## src/rtl/rl_desc_queue_if.sv

```systemverilog
// rl_desc_queue_if: ingress tap and scheduler-side descriptor bus for rl_desc_queue.
// slave  = the descriptor queue itself; master = the environment around it.
`timescale 1ns/1ps
interface rl_desc_queue_if #(
  parameter int PRIO_WIDTH     = 3,
  parameter int LEN_WIDTH      = 16,
  parameter int APP_ID_WIDTH   = 4,
  parameter int DEPTH_LOG2     = 4,
  parameter int DROP_CNT_WIDTH = 32
);
  // ingress stream tap (monitor only) and parser descriptor fields
  logic                      s_axis_tvalid;
  logic                      s_axis_tlast;
  logic [PRIO_WIDTH-1:0]     s_desc_prio;
  logic [LEN_WIDTH-1:0]      s_desc_pk_len;
  logic [APP_ID_WIDTH-1:0]   s_desc_app_id;
  // scheduler-side show-ahead descriptor handshake
  logic                      m_desc_valid;
  logic                      m_desc_ready;
  logic [PRIO_WIDTH-1:0]     m_desc_prio;
  logic [LEN_WIDTH-1:0]      m_desc_pk_len;
  logic [APP_ID_WIDTH-1:0]   m_desc_app_id;
  // status
  logic [DEPTH_LOG2:0]       fifo_level;
  logic [DROP_CNT_WIDTH-1:0] drop_count;

  modport slave (
    input  s_axis_tvalid, s_axis_tlast, s_desc_prio, s_desc_pk_len, s_desc_app_id,
    input  m_desc_ready,
    output m_desc_valid, m_desc_prio, m_desc_pk_len, m_desc_app_id,
    output fifo_level, drop_count
  );

  modport master (
    output s_axis_tvalid, s_axis_tlast, s_desc_prio, s_desc_pk_len, s_desc_app_id,
    output m_desc_ready,
    input  m_desc_valid, m_desc_prio, m_desc_pk_len, m_desc_app_id,
    input  fifo_level, drop_count
  );
endinterface

```

## src/rtl/rl_desc_queue.sv

```systemverilog
// rl_desc_queue: captures the RingLeader parser descriptor {prio, pk_len, app_id}
// at packet start and buffers it in a show-ahead FIFO for the scheduler.
// Optional build macro RL_DESC_COMMIT_ON_EOP_EN: hold the descriptor in a staging
// register and commit it to the FIFO on the packet's last beat instead of its first.
// All outputs come straight from registers; the head register is loaded with the
// next-cycle head so a descriptor is visible one cycle after it is pushed.
`timescale 1ns/1ps
module rl_desc_queue #(
  parameter int PRIO_WIDTH     = 3,
  parameter int LEN_WIDTH      = 16,
  parameter int APP_ID_WIDTH   = 4,
  parameter int DEPTH_LOG2     = 4,
  parameter int DROP_CNT_WIDTH = 32
) (
  input  logic           clk,
  input  logic           rst_n,
  rl_desc_queue_if.slave bus
);

  localparam int DATA_W = PRIO_WIDTH + LEN_WIDTH + APP_ID_WIDTH;
  localparam int PTR_W  = DEPTH_LOG2 + 1;
  localparam int DEPTH  = 2 ** DEPTH_LOG2;

  localparam logic [PTR_W-1:0]          PTR_ONE  = PTR_W'(1);
  localparam logic [PTR_W-1:0]          PTR_ZERO = {PTR_W{1'b0}};
  localparam logic [DATA_W-1:0]         DATA_ZERO = {DATA_W{1'b0}};
  localparam logic [DROP_CNT_WIDTH-1:0] DROP_ONE = DROP_CNT_WIDTH'(1);
  localparam logic [DROP_CNT_WIDTH-1:0] DROP_MAX = {DROP_CNT_WIDTH{1'b1}};

  logic                      sop_r;
  logic [DATA_W-1:0]         in_data_s;
  logic                      push_req_s;
  logic [DATA_W-1:0]         push_data_s;

  logic [DATA_W-1:0]         mem_r [DEPTH];
  logic [PTR_W-1:0]          wr_ptr_r;
  logic [PTR_W-1:0]          rd_ptr_r;
  logic [PTR_W-1:0]          wr_ptr_nxt_s;
  logic [PTR_W-1:0]          rd_ptr_nxt_s;
  logic                      full_s;
  logic                      pop_s;
  logic                      push_acc_s;
  logic                      drop_s;
  logic                      valid_nxt_s;
  logic [DATA_W-1:0]         head_nxt_s;

  logic                      m_valid_r;
  logic [DATA_W-1:0]         m_data_r;
  logic [PTR_W-1:0]          level_r;
  logic [DROP_CNT_WIDTH-1:0] drop_cnt_r;

  assign in_data_s = {bus.s_desc_prio, bus.s_desc_pk_len, bus.s_desc_app_id};

  // Start-of-packet flag: the beat after a tlast beat (or after reset) is a first beat.
  always_ff @(posedge clk or negedge rst_n) begin
    if (!rst_n) begin
      sop_r <= 1'b1;
    end else if (bus.s_axis_tvalid) begin
      sop_r <= bus.s_axis_tlast;
    end else begin
      sop_r <= sop_r;
    end
  end

`ifdef RL_DESC_COMMIT_ON_EOP_EN
  logic              staged_r;
  logic [DATA_W-1:0] stage_data_r;

  // Staging register: hold a multi-beat packet's descriptor until its last beat.
  always_ff @(posedge clk or negedge rst_n) begin
    if (!rst_n) begin
      staged_r     <= 1'b0;
      stage_data_r <= DATA_ZERO;
    end else if (bus.s_axis_tvalid && sop_r && !bus.s_axis_tlast) begin
      staged_r     <= 1'b1;
      stage_data_r <= in_data_s;
    end else if (bus.s_axis_tvalid && bus.s_axis_tlast) begin
      staged_r     <= 1'b0;
      stage_data_r <= stage_data_r;
    end else begin
      staged_r     <= staged_r;
      stage_data_r <= stage_data_r;
    end
  end

  // Commit on tlast: single-beat packets go straight in, longer ones from staging.
  always_comb begin
    push_req_s  = 1'b0;
    push_data_s = in_data_s;
    if (bus.s_axis_tvalid && bus.s_axis_tlast && sop_r) begin
      push_req_s  = 1'b1;
      push_data_s = in_data_s;
    end else if (bus.s_axis_tvalid && bus.s_axis_tlast && staged_r) begin
      push_req_s  = 1'b1;
      push_data_s = stage_data_r;
    end else begin
      push_req_s  = 1'b0;
      push_data_s = in_data_s;
    end
  end
`else
  // Commit on the first beat using the parser fields sampled in that cycle.
  always_comb begin
    push_req_s  = 1'b0;
    push_data_s = in_data_s;
    if (bus.s_axis_tvalid && sop_r) begin
      push_req_s = 1'b1;
    end else begin
      push_req_s = 1'b0;
    end
  end
`endif

  // Push/pop arbitration and next-cycle head selection.
  always_comb begin
    full_s       = (wr_ptr_r[PTR_W-1] != rd_ptr_r[PTR_W-1]) &&
                   (wr_ptr_r[DEPTH_LOG2-1:0] == rd_ptr_r[DEPTH_LOG2-1:0]);
    pop_s        = m_valid_r && bus.m_desc_ready;
    push_acc_s   = push_req_s && (!full_s || pop_s);
    drop_s       = push_req_s && full_s && !pop_s;
    wr_ptr_nxt_s = push_acc_s ? (wr_ptr_r + PTR_ONE) : wr_ptr_r;
    rd_ptr_nxt_s = pop_s ? (rd_ptr_r + PTR_ONE) : rd_ptr_r;
    valid_nxt_s  = (rd_ptr_nxt_s != wr_ptr_nxt_s);
    // The new head may be the entry being written this very cycle.
    if (push_acc_s && (rd_ptr_nxt_s == wr_ptr_r)) begin
      head_nxt_s = push_data_s;
    end else begin
      head_nxt_s = mem_r[rd_ptr_nxt_s[DEPTH_LOG2-1:0]];
    end
  end

  // Descriptor storage: plain registers, no reset needed on the data.
  always_ff @(posedge clk) begin
    if (push_acc_s) begin
      mem_r[wr_ptr_r[DEPTH_LOG2-1:0]] <= push_data_s;
    end else begin
      mem_r[wr_ptr_r[DEPTH_LOG2-1:0]] <= mem_r[wr_ptr_r[DEPTH_LOG2-1:0]];
    end
  end

  // Pointers, occupancy and registered show-ahead head.
  always_ff @(posedge clk or negedge rst_n) begin
    if (!rst_n) begin
      wr_ptr_r  <= PTR_ZERO;
      rd_ptr_r  <= PTR_ZERO;
      level_r   <= PTR_ZERO;
      m_valid_r <= 1'b0;
      m_data_r  <= DATA_ZERO;
    end else begin
      wr_ptr_r  <= wr_ptr_nxt_s;
      rd_ptr_r  <= rd_ptr_nxt_s;
      level_r   <= wr_ptr_nxt_s - rd_ptr_nxt_s;
      m_valid_r <= valid_nxt_s;
      if (valid_nxt_s) begin
        m_data_r <= head_nxt_s;
      end else begin
        m_data_r <= m_data_r;
      end
    end
  end

  // Saturating count of descriptors lost to a full queue.
  always_ff @(posedge clk or negedge rst_n) begin
    if (!rst_n) begin
      drop_cnt_r <= {DROP_CNT_WIDTH{1'b0}};
    end else if (drop_s && (drop_cnt_r != DROP_MAX)) begin
      drop_cnt_r <= drop_cnt_r + DROP_ONE;
    end else begin
      drop_cnt_r <= drop_cnt_r;
    end
  end

  assign bus.m_desc_valid = m_valid_r;
  assign {bus.m_desc_prio, bus.m_desc_pk_len, bus.m_desc_app_id} = m_data_r;
  assign bus.fifo_level   = level_r;
  assign bus.drop_count   = drop_cnt_r;

endmodule

```

## src/flat_wrapper.sv

```systemverilog
// flat-port wrapper written by rule: the top's interface ports become plain ports
module rl_desc_queue_flat 
#(
  parameter int PRIO_WIDTH     = 3,
  parameter int LEN_WIDTH      = 16,
  parameter int APP_ID_WIDTH   = 4,
  parameter int DEPTH_LOG2     = 4,
  parameter int DROP_CNT_WIDTH = 32
)
  (clk, rst_n, bus_s_axis_tvalid, bus_s_axis_tlast, bus_s_desc_prio, bus_s_desc_pk_len, bus_s_desc_app_id, bus_m_desc_ready, bus_m_desc_valid, bus_m_desc_prio, bus_m_desc_pk_len, bus_m_desc_app_id, bus_fifo_level, bus_drop_count);
  rl_desc_queue_if #(.PRIO_WIDTH(PRIO_WIDTH), .LEN_WIDTH(LEN_WIDTH), .APP_ID_WIDTH(APP_ID_WIDTH), .DEPTH_LOG2(DEPTH_LOG2), .DROP_CNT_WIDTH(DROP_CNT_WIDTH)) bus_i ();
  input  logic clk;
  input  logic rst_n;
  input wire logic [$bits(bus_i.s_axis_tvalid)-1:0] bus_s_axis_tvalid;
  input wire logic [$bits(bus_i.s_axis_tlast)-1:0] bus_s_axis_tlast;
  input wire logic [$bits(bus_i.s_desc_prio)-1:0] bus_s_desc_prio;
  input wire logic [$bits(bus_i.s_desc_pk_len)-1:0] bus_s_desc_pk_len;
  input wire logic [$bits(bus_i.s_desc_app_id)-1:0] bus_s_desc_app_id;
  input wire logic [$bits(bus_i.m_desc_ready)-1:0] bus_m_desc_ready;
  output wire logic [$bits(bus_i.m_desc_valid)-1:0] bus_m_desc_valid;
  output wire logic [$bits(bus_i.m_desc_prio)-1:0] bus_m_desc_prio;
  output wire logic [$bits(bus_i.m_desc_pk_len)-1:0] bus_m_desc_pk_len;
  output wire logic [$bits(bus_i.m_desc_app_id)-1:0] bus_m_desc_app_id;
  output wire logic [$bits(bus_i.fifo_level)-1:0] bus_fifo_level;
  output wire logic [$bits(bus_i.drop_count)-1:0] bus_drop_count;
  assign bus_i.s_axis_tvalid = bus_s_axis_tvalid;
  assign bus_i.s_axis_tlast = bus_s_axis_tlast;
  assign bus_i.s_desc_prio = bus_s_desc_prio;
  assign bus_i.s_desc_pk_len = bus_s_desc_pk_len;
  assign bus_i.s_desc_app_id = bus_s_desc_app_id;
  assign bus_i.m_desc_ready = bus_m_desc_ready;
  assign bus_m_desc_valid = bus_i.m_desc_valid;
  assign bus_m_desc_prio = bus_i.m_desc_prio;
  assign bus_m_desc_pk_len = bus_i.m_desc_pk_len;
  assign bus_m_desc_app_id = bus_i.m_desc_app_id;
  assign bus_fifo_level = bus_i.fifo_level;
  assign bus_drop_count = bus_i.drop_count;
  rl_desc_queue #(.PRIO_WIDTH(PRIO_WIDTH), .LEN_WIDTH(LEN_WIDTH), .APP_ID_WIDTH(APP_ID_WIDTH), .DEPTH_LOG2(DEPTH_LOG2), .DROP_CNT_WIDTH(DROP_CNT_WIDTH)) u_core (.clk(clk), .rst_n(rst_n), .bus(bus_i));
endmodule
```

## config.mk

```make
export PLATFORM = sky130hd
export DESIGN_NAME = rl_desc_queue_flat
export DESIGN_NICKNAME = d
export VERILOG_FILES = /design/src/rtl/rl_desc_queue_if.sv /design/src/rtl/rl_desc_queue.sv /design/src/flat_wrapper.sv
export SDC_FILE = /design/constraint.sdc
export NUM_CORES = 1
export LEC_CHECK = 0
export CELL_PAD_IN_SITES_DETAIL_PLACEMENT = 1
export CELL_PAD_IN_SITES_GLOBAL_PLACEMENT = 2
export CORE_ASPECT_RATIO = 0.5
export CORE_UTILIZATION = 43
export DETAILED_ROUTE_END_ITERATION = 12
export GPL_TIMING_DRIVEN = 0
export MAX_ROUTING_LAYER = met4
export PLACE_DENSITY_LB_ADDON = 0.1
export SLEW_MARGIN = 20
export SYNTH_ARGS = -nofsm -noshare
export SYNTH_HDL_FRONTEND = slang
export SYNTH_SLANG_ARGS = --single-unit
```

## constraint.sdc

```tcl
create_clock -name clk -period 4.06 [get_ports clk]
set_input_delay 0.812 -clock clk [delete_from_list [all_inputs] [get_ports clk]]
set_output_delay 0.812 -clock clk [all_outputs]
set_load 0.05 [all_outputs]
```

==> flow_summary.yaml, run 1 <==
finish:
  nets: 1697
  synthToLayoutAreaGrowth_pct: 17.9
  most-common-layout-cells: "edfxtp_1, nand2_1, clkdlybuf4s50_1, mux2i_1"
  design_area_um2: 23200
  mostFrequentLayoutCell: "edfxtp_1"
  drive_above_1_share_pct: 9.28
route:
  ant_nets: 0
  vias_per_cell: 6.24
  vias: 14200
  drc: 0
  wire_per_inst_um: 28.3
  routed_wl_um: 64600
  drtIter0Drc: 1207
  dr.pass1.iters: 5
synthesis:
  synth_flop_cell: "edfxtp_1"
  syn_inst: 1504
  synth_largest_area_cell: "edfxtp_1"
  synth_area_um2: 19700
  ys_ff_latch: 440
  ys_seq_area_share_pct: 65.3
  synth_edf_count: 368
  async_flop_share_pct: 16.4
  yosys_warnings: 0
  synth_nets: 1543
  ys_types: 60
  synthTopCellsByArea: "edfxtp_1, dfrtp_1, mux2i_1"
  synth_top_area_share_pct: 56.1
  syn_avg_cell_area_um2: 13.1
clock_network:
  worstSkewPairLatency_ns: 0.56
  cts_max_path_buffers: 3
  hold_buffers: 0
  cts_sinks: 440
  cts_tree: "done"
  cts_htree_levels: 2
  cts_root_buf: "clkbuf_16"
  clk_pin_slew_ns: 0.07
  cts_buffers: 42
floorplan:
  fp.dieH_um: 153
  die_area_um2: 46700
  num_io_pins: 89
  die_w_um: 305
  core_um2: 44300
  num_rows: 54
  start_util_pct: 44.4
setup_path:
  cpPeakStageDelay_ns: 0.61
  crit_cells: 14
  cp.arrival_ns: 4.37
  critPathMaxFanout: 10
  critPathCaptureType: "flop"
  worstSetupPathType: "primary input to flop"
  crit_chain: "clkdlybuf4s50_1 > nand2_2 > and2_1 > a21oi_4 > nand2_1 > xnor2_1 > ha_1 > and4_1 > and2_1 > buf_4 > inv_2 > buf_4 > o21a_1 > a22o_1"
  rr_worst_depth: 14
  cp_top_family: "buffers and inverters"
  crit_slowest_cell: "clkdlybuf4s50_1"
  required_ns: 4.52
  critPathBufInv: 4
  worst_setup_path_start_kind: "primary input"
timing:
  finalSetupTns_ns: 0
  final-setup-viol-count: 0
  fmax_mhz: 256
  grt_setup_unrepaired: "no"
  min_period_ns: 3.91
  drv_slew: 0
  min_period_over_period_pct: 96.3
  maxSlewHeadroom_pct: 27.0
  skew_ns: 0.0129
  hold_violations: 0
  worst_pin_slew_ns: 1.09
outcome:
  status: "finished clean"
global_routing:
  antenna_found_initial: 1
  use_met2_pct: 42.9
  top_usage_layer: "met2"
  grt_pass1_vias: 14700
  use_met1_pct: 39.1
  grt_max_degree: 41
  grt_pass1_wl_um: 95800
  grtUsageMet3_pct: 6.74
  grt-ovfl-total: 0
  track_usage_pct: 28.6
pwr:
  p_per_area_nw_per_um2: 819
  power.total_mw: 19.0
  p_int_mw: 10.7
  p_seq_share_pct: 29.5
  comb_power_share_pct: 49.6
  ir_drop_mv: 0.326
  switching_share_pct: 43.5
  switching_power_mw: 8.26
  pwr-share-clk_pct: 20.9
  leakagePower_nw: 8.08
placement:
  place_area_um2: 21800
  hpwl_um: 44400
  port_buffers: 88
  place_congestion: 0.897
job:
  max_cap_viol_count: 0
worst_hold_path:
  min_path_type: "primary input to async pin"
==> worst register-to-register path: stages (launching register included) <==
cell,delay [ns]
dfrtp_1,0.51
ha_1,0.39
nand3_1,0.14
xnor2_1,0.31
inv_1,0.14
clkbuf_2,0.28
clkbuf_2,0.32
ha_1,0.42
and4_1,0.20
and2_1,0.14
buf_4,0.21
inv_2,0.14
buf_4,0.22
o21a_1,0.14
a22o_1,0.20
==> cells by family (layout without fill, tap and decap cells) <==
group | count (synthesis) | in the layout | synth area share (%)
compound gates | 441 | 441 | 15.8
flops | 440 | 440 | 65.3
simple gates | 334 | 334 | 7.91
buf+inv | 133 | 320 | 2.76
mux | 93 | 93 | 5.14
xor+xnor | 52 | 52 | 2.35
fa+ha+maj | 11 | 11 | 0.737
other cells | 0 | 1 | 0
==> worst paths after layout <==
kind | startpoint | end | slack [ns]
worst min register to register | u_core.wr_ptr_r[4] | u_core.wr_ptr_r[4] | 0.49
max in group asynchronous | rst_n | u_core.m_data_r[3] | 3.22
worst max-delay path | bus_m_desc_ready | u_core.m_data_r[13] | 0.15
worst max register to register | u_core.rd_ptr_r[0] | u_core.m_data_r[13] | 0.19
worst min-delay path | rst_n | u_core.bus.drop_count[20] | 0.20
min in group clk | u_core.wr_ptr_r[4] | u_core.wr_ptr_r[4] | 0.49
==> stage by stage <==
step | setup WS, ns | util [%] | hold slack, ns | std cells
after global placement | -2.22 | 48.1 | 0.473 | 2180
after detailed placement | -0.975 | 49.2 | 0.483 | 2203
final | 0.151 | 52.4 | 0.200 | 2280
after CTS | 0.0523 | 52.3 | 0.194 | 2279
after global routing | 0.0215 | 52.4 | 0.219 | 2280
after floorplan | 0.253 | - | 0.462 | 1504
==> synthesized netlist by cell type, types with 16 or more instances <==
cell type / number
a22oi_1: 62
nand3_1: 81
dfrtp_1: 71
mux2i_1: 83
o2bb2ai_1: 20
nand2_1: 138
clkbuf_1: 73
xor2_1: 19
o21a_1: 20
o311ai_0: 42
buf_2: 26
o211ai_1: 21
o21bai_1: 20
o21ai_0: 75
a211o_1: 21
a22o_1: 20
xnor2_1: 32
edfxtp_1: 368
nor2_1: 52
a21oi_1: 72
a21o_1: 22
a221oi_1: 23
inv_1: 16
==> timing repair <==
action / CTS / global route
setup buffers: 0 / 1
setup endpoints to repair: 24 / 19
gates resized for setup: 8 / 11
==> state kept, by name, summed over array words and instances, names as in the netlist <==
name                     flops
u_core.rd_ptr_r              5
u_core.sop_r                 1
u_core.m_data_r             23
u_core.mem_r               368
u_core.bus.m_desc_valid      1
u_core.wr_ptr_r              5
u_core.bus.drop_count       32
u_core.bus.fifo_level        5
==> layout make-up <==
| type | instances | area (µm²) |
|---|---|---|
| Antenna cell | 1 | 2.50 |
| Buffer | 113 | 479 |
| Clock buffer | 59 | 1180 |
| Clock inverter | 18 | 161 |
| Fill cell | 4482 | 21100 |
| Inverter | 18 | 75.1 |
| Multi-Input combinational cell | 931 | 6450 |
| Sequential cell | 440 | 12900 |
| Tap cell | 588 | 736 |
| Timing Repair Buffer | 112 | 1270 |
==> power by group through the flow <==
stage / clock network (mW) / registers (mW) / logic (mW)
floorplan: 0 / 6.14 / 5.32
global placement: 0 / 5.68 / 8.85
detailed placement: 0 / 5.68 / 9.19
CTS: 4.03 / 5.59 / 9.28
global route: 4.18 / 5.63 / 10.0
finish: 3.98 / 5.60 / 9.42
==> metal layers <==
metal  part of all wire [%]  wire length, µm
met1                     45            28800
met2                     45            28900
met3                    8.2             5270
met4                    2.5             1600
met5                      0                0
Power figures use the tool's default switching activity.
==> inputs of run 2 (changes only) <==
CORE_UTILIZATION = 40   (was 43)
CTS_BUF_LIST = sky130_fd_sc_hd__clkbuf_2   (was not set)
SKIP_LAST_GASP = 1   (was not set)
==> flow_summary.yaml, run 2 (synthesized netlist as in run 1, its figures left out) <==
global_routing:
  grt_max_degree: 42
  track_usage_pct: 27.6
  grt_pass1_vias: 15300
  grt-ovfl-total: 0
  grt_pass1_wl_um: 99400
  antenna_found_initial: 2
setup_path:
  worst_setup_path_start_kind: "flop"
  required_ns: 5.02
  cp.arrival_ns: 4.89
  rr_worst_depth: 14
  worstSetupPathType: "flop to flop"
  critPathMaxFanout: 10
  timing.rr.start: "u_core.rd_ptr_r[0]"
  critPathCaptureType: "flop"
  critPathLaunch: "u_core.rd_ptr_r[0]"
timing:
  min_period_ns: 3.93
  grt_setup_unrepaired: "no"
  skew_ns: 0.0904
  setup_slack_ns: 0.131
  final-setup-viol-count: 0
  drv_slew: 0
  worst_pin_slew_ns: 1.15
  finalSetupTns_ns: 0
  min_period_over_period_pct: 96.8
  maxSlewHeadroom_pct: 23.4
  fmax_mhz: 255
  holdWs_ns: 0.328
  hold_violations: 0
finish:
  synthToLayoutAreaGrowth_pct: 16.3
  mostFrequentLayoutCell: "edfxtp_1"
  drive_above_1_share_pct: 15.4
  postLayoutCoreUtil_pct: 47.1
  most-common-layout-cells: "edfxtp_1, clkbuf_2, nand2_1, clkdlybuf4s50_1, mux2i_1"
  num-fill-cells: 5101
  multi_input_area_um2: 6430
  largest_register_ffs: 368
  seqCellArea_um2: 12900
  nets: 1759
floorplan:
  die_w_um: 316
  start_util_pct: 40.5
  num_rows: 57
  die_area_um2: 50200
  core_um2: 48600
  num_io_pins: 89
  fp.dieH_um: 159
placement:
  hpwl_um: 45300
  port_buffers: 88
  place_ws_ns: -1.17
  place_congestion: 0.867
clock_network:
  cts_max_path_buffers: 3
  clk_pin_slew_ns: 0.12
  cts_buffers: 102
  cts_root_buf: "clkbuf_2"
  cts_tree: "done"
  cts_htree_levels: 3
  worstSkewPairLatency_ns: 1.08
  cts_sinks: 440
route:
  drtIter0Drc: 1365
  vias: 14600
  drc: 0
  vias_per_cell: 5.92
  wire_per_inst_um: 27.0
  routed_wl_um: 66400
  dr.pass1.iters: 6
  ant_nets: 0
pwr:
  p_per_area_nw_per_um2: 790
  power.total_mw: 18.1
  ir_drop_mv: 0.331
  leakagePower_nw: 8.20
outcome:
  status: "finished clean"
job:
  max_cap_viol_count: 0
worst_hold_path:
  min_path_type: "primary input to async pin"
## run 2: cell count changes in the layout (fill, tap and decap cells not counted), sizes merged
cell,before,now
inv,17,19
dlygate4sd3,0,1
clkinv,14,11
bufinv,3,1
buf,64,66
clkbuf,133,250
diode,1,3
## run 2: worst paths after layout
check	end	slack, ns
setup / recovery	u_core.m_data_r[1]	0.13
hold / removal	u_core.wr_ptr_r[0]	0.33
setup reg to reg	u_core.m_data_r[1]	0.13
hold reg to reg	u_core.bus.drop_count[17]	0.49
max in group asynchronous	u_core.m_data_r[4]	3.07
min in group clk	u_core.sop_r	0.47
## run 2: layer usage
layer / wire [µm] / global-route usage [%] / vias up
met2: 30000 / 40.6 / 569
li1: - / - / 6349
met3: 4420 / 4.77 / 111
met4: 1390 / 7.55 / 0
met1: 30600 / 39.3 / 7522
met5: 0 / - / -
## run 2: power breakdown
group          internal [mW]  total [mW]  leakage (nW)  switching, mW
Clock                   1.19        3.07         0.778           1.89
Sequential              5.33        5.59          4.22          0.260
Combinational           3.17        9.41          3.21           6.24
Total                   9.69        18.1          8.20           8.39
## run 2: per-stage QoR
step                      cell area (µm²)  cells
after floorplan                     19700   1504
final                               22900   2460
after detailed placement            21900   2265
after global routing                22900   2460
after CTS                           22900   2457
after global placement              21400   2241
## run 2: final cells by class
type                            instances  area share [%]
Antenna cell                            3          0.0328
Buffer                                114            2.09
Clock buffer                          177            3.87
Clock inverter                         15           0.383
Inverter                               18           0.312
Multi-Input combinational cell        931            28.1
Sequential cell                       440            56.1
Tap cell                              649            3.55
Timing Repair Buffer                  113            5.56
## run 2: repair_timing
action	CTS	global route
resized for setup	6	6
buffers inserted	0	0
pin swaps	0	0
hold buffers	1	0
endpoints found under the hold margin	39	0
setup endpoints to repair	25	19
## run 2: worst max-delay path, cell delays in order, from the launching register on
cell      delay [ns]
dfrtp_1         0.51
ha_2            0.51
nand3_2         0.29
nand2_4         0.29
inv_1           0.19
clkbuf_4        0.26
buf_2           0.24
ha_1            0.33
and4_1          0.20
and2_1          0.15
buf_4           0.18
inv_2           0.14
buf_4           0.23
o21ai_0         0.11
o21ai_0         0.21
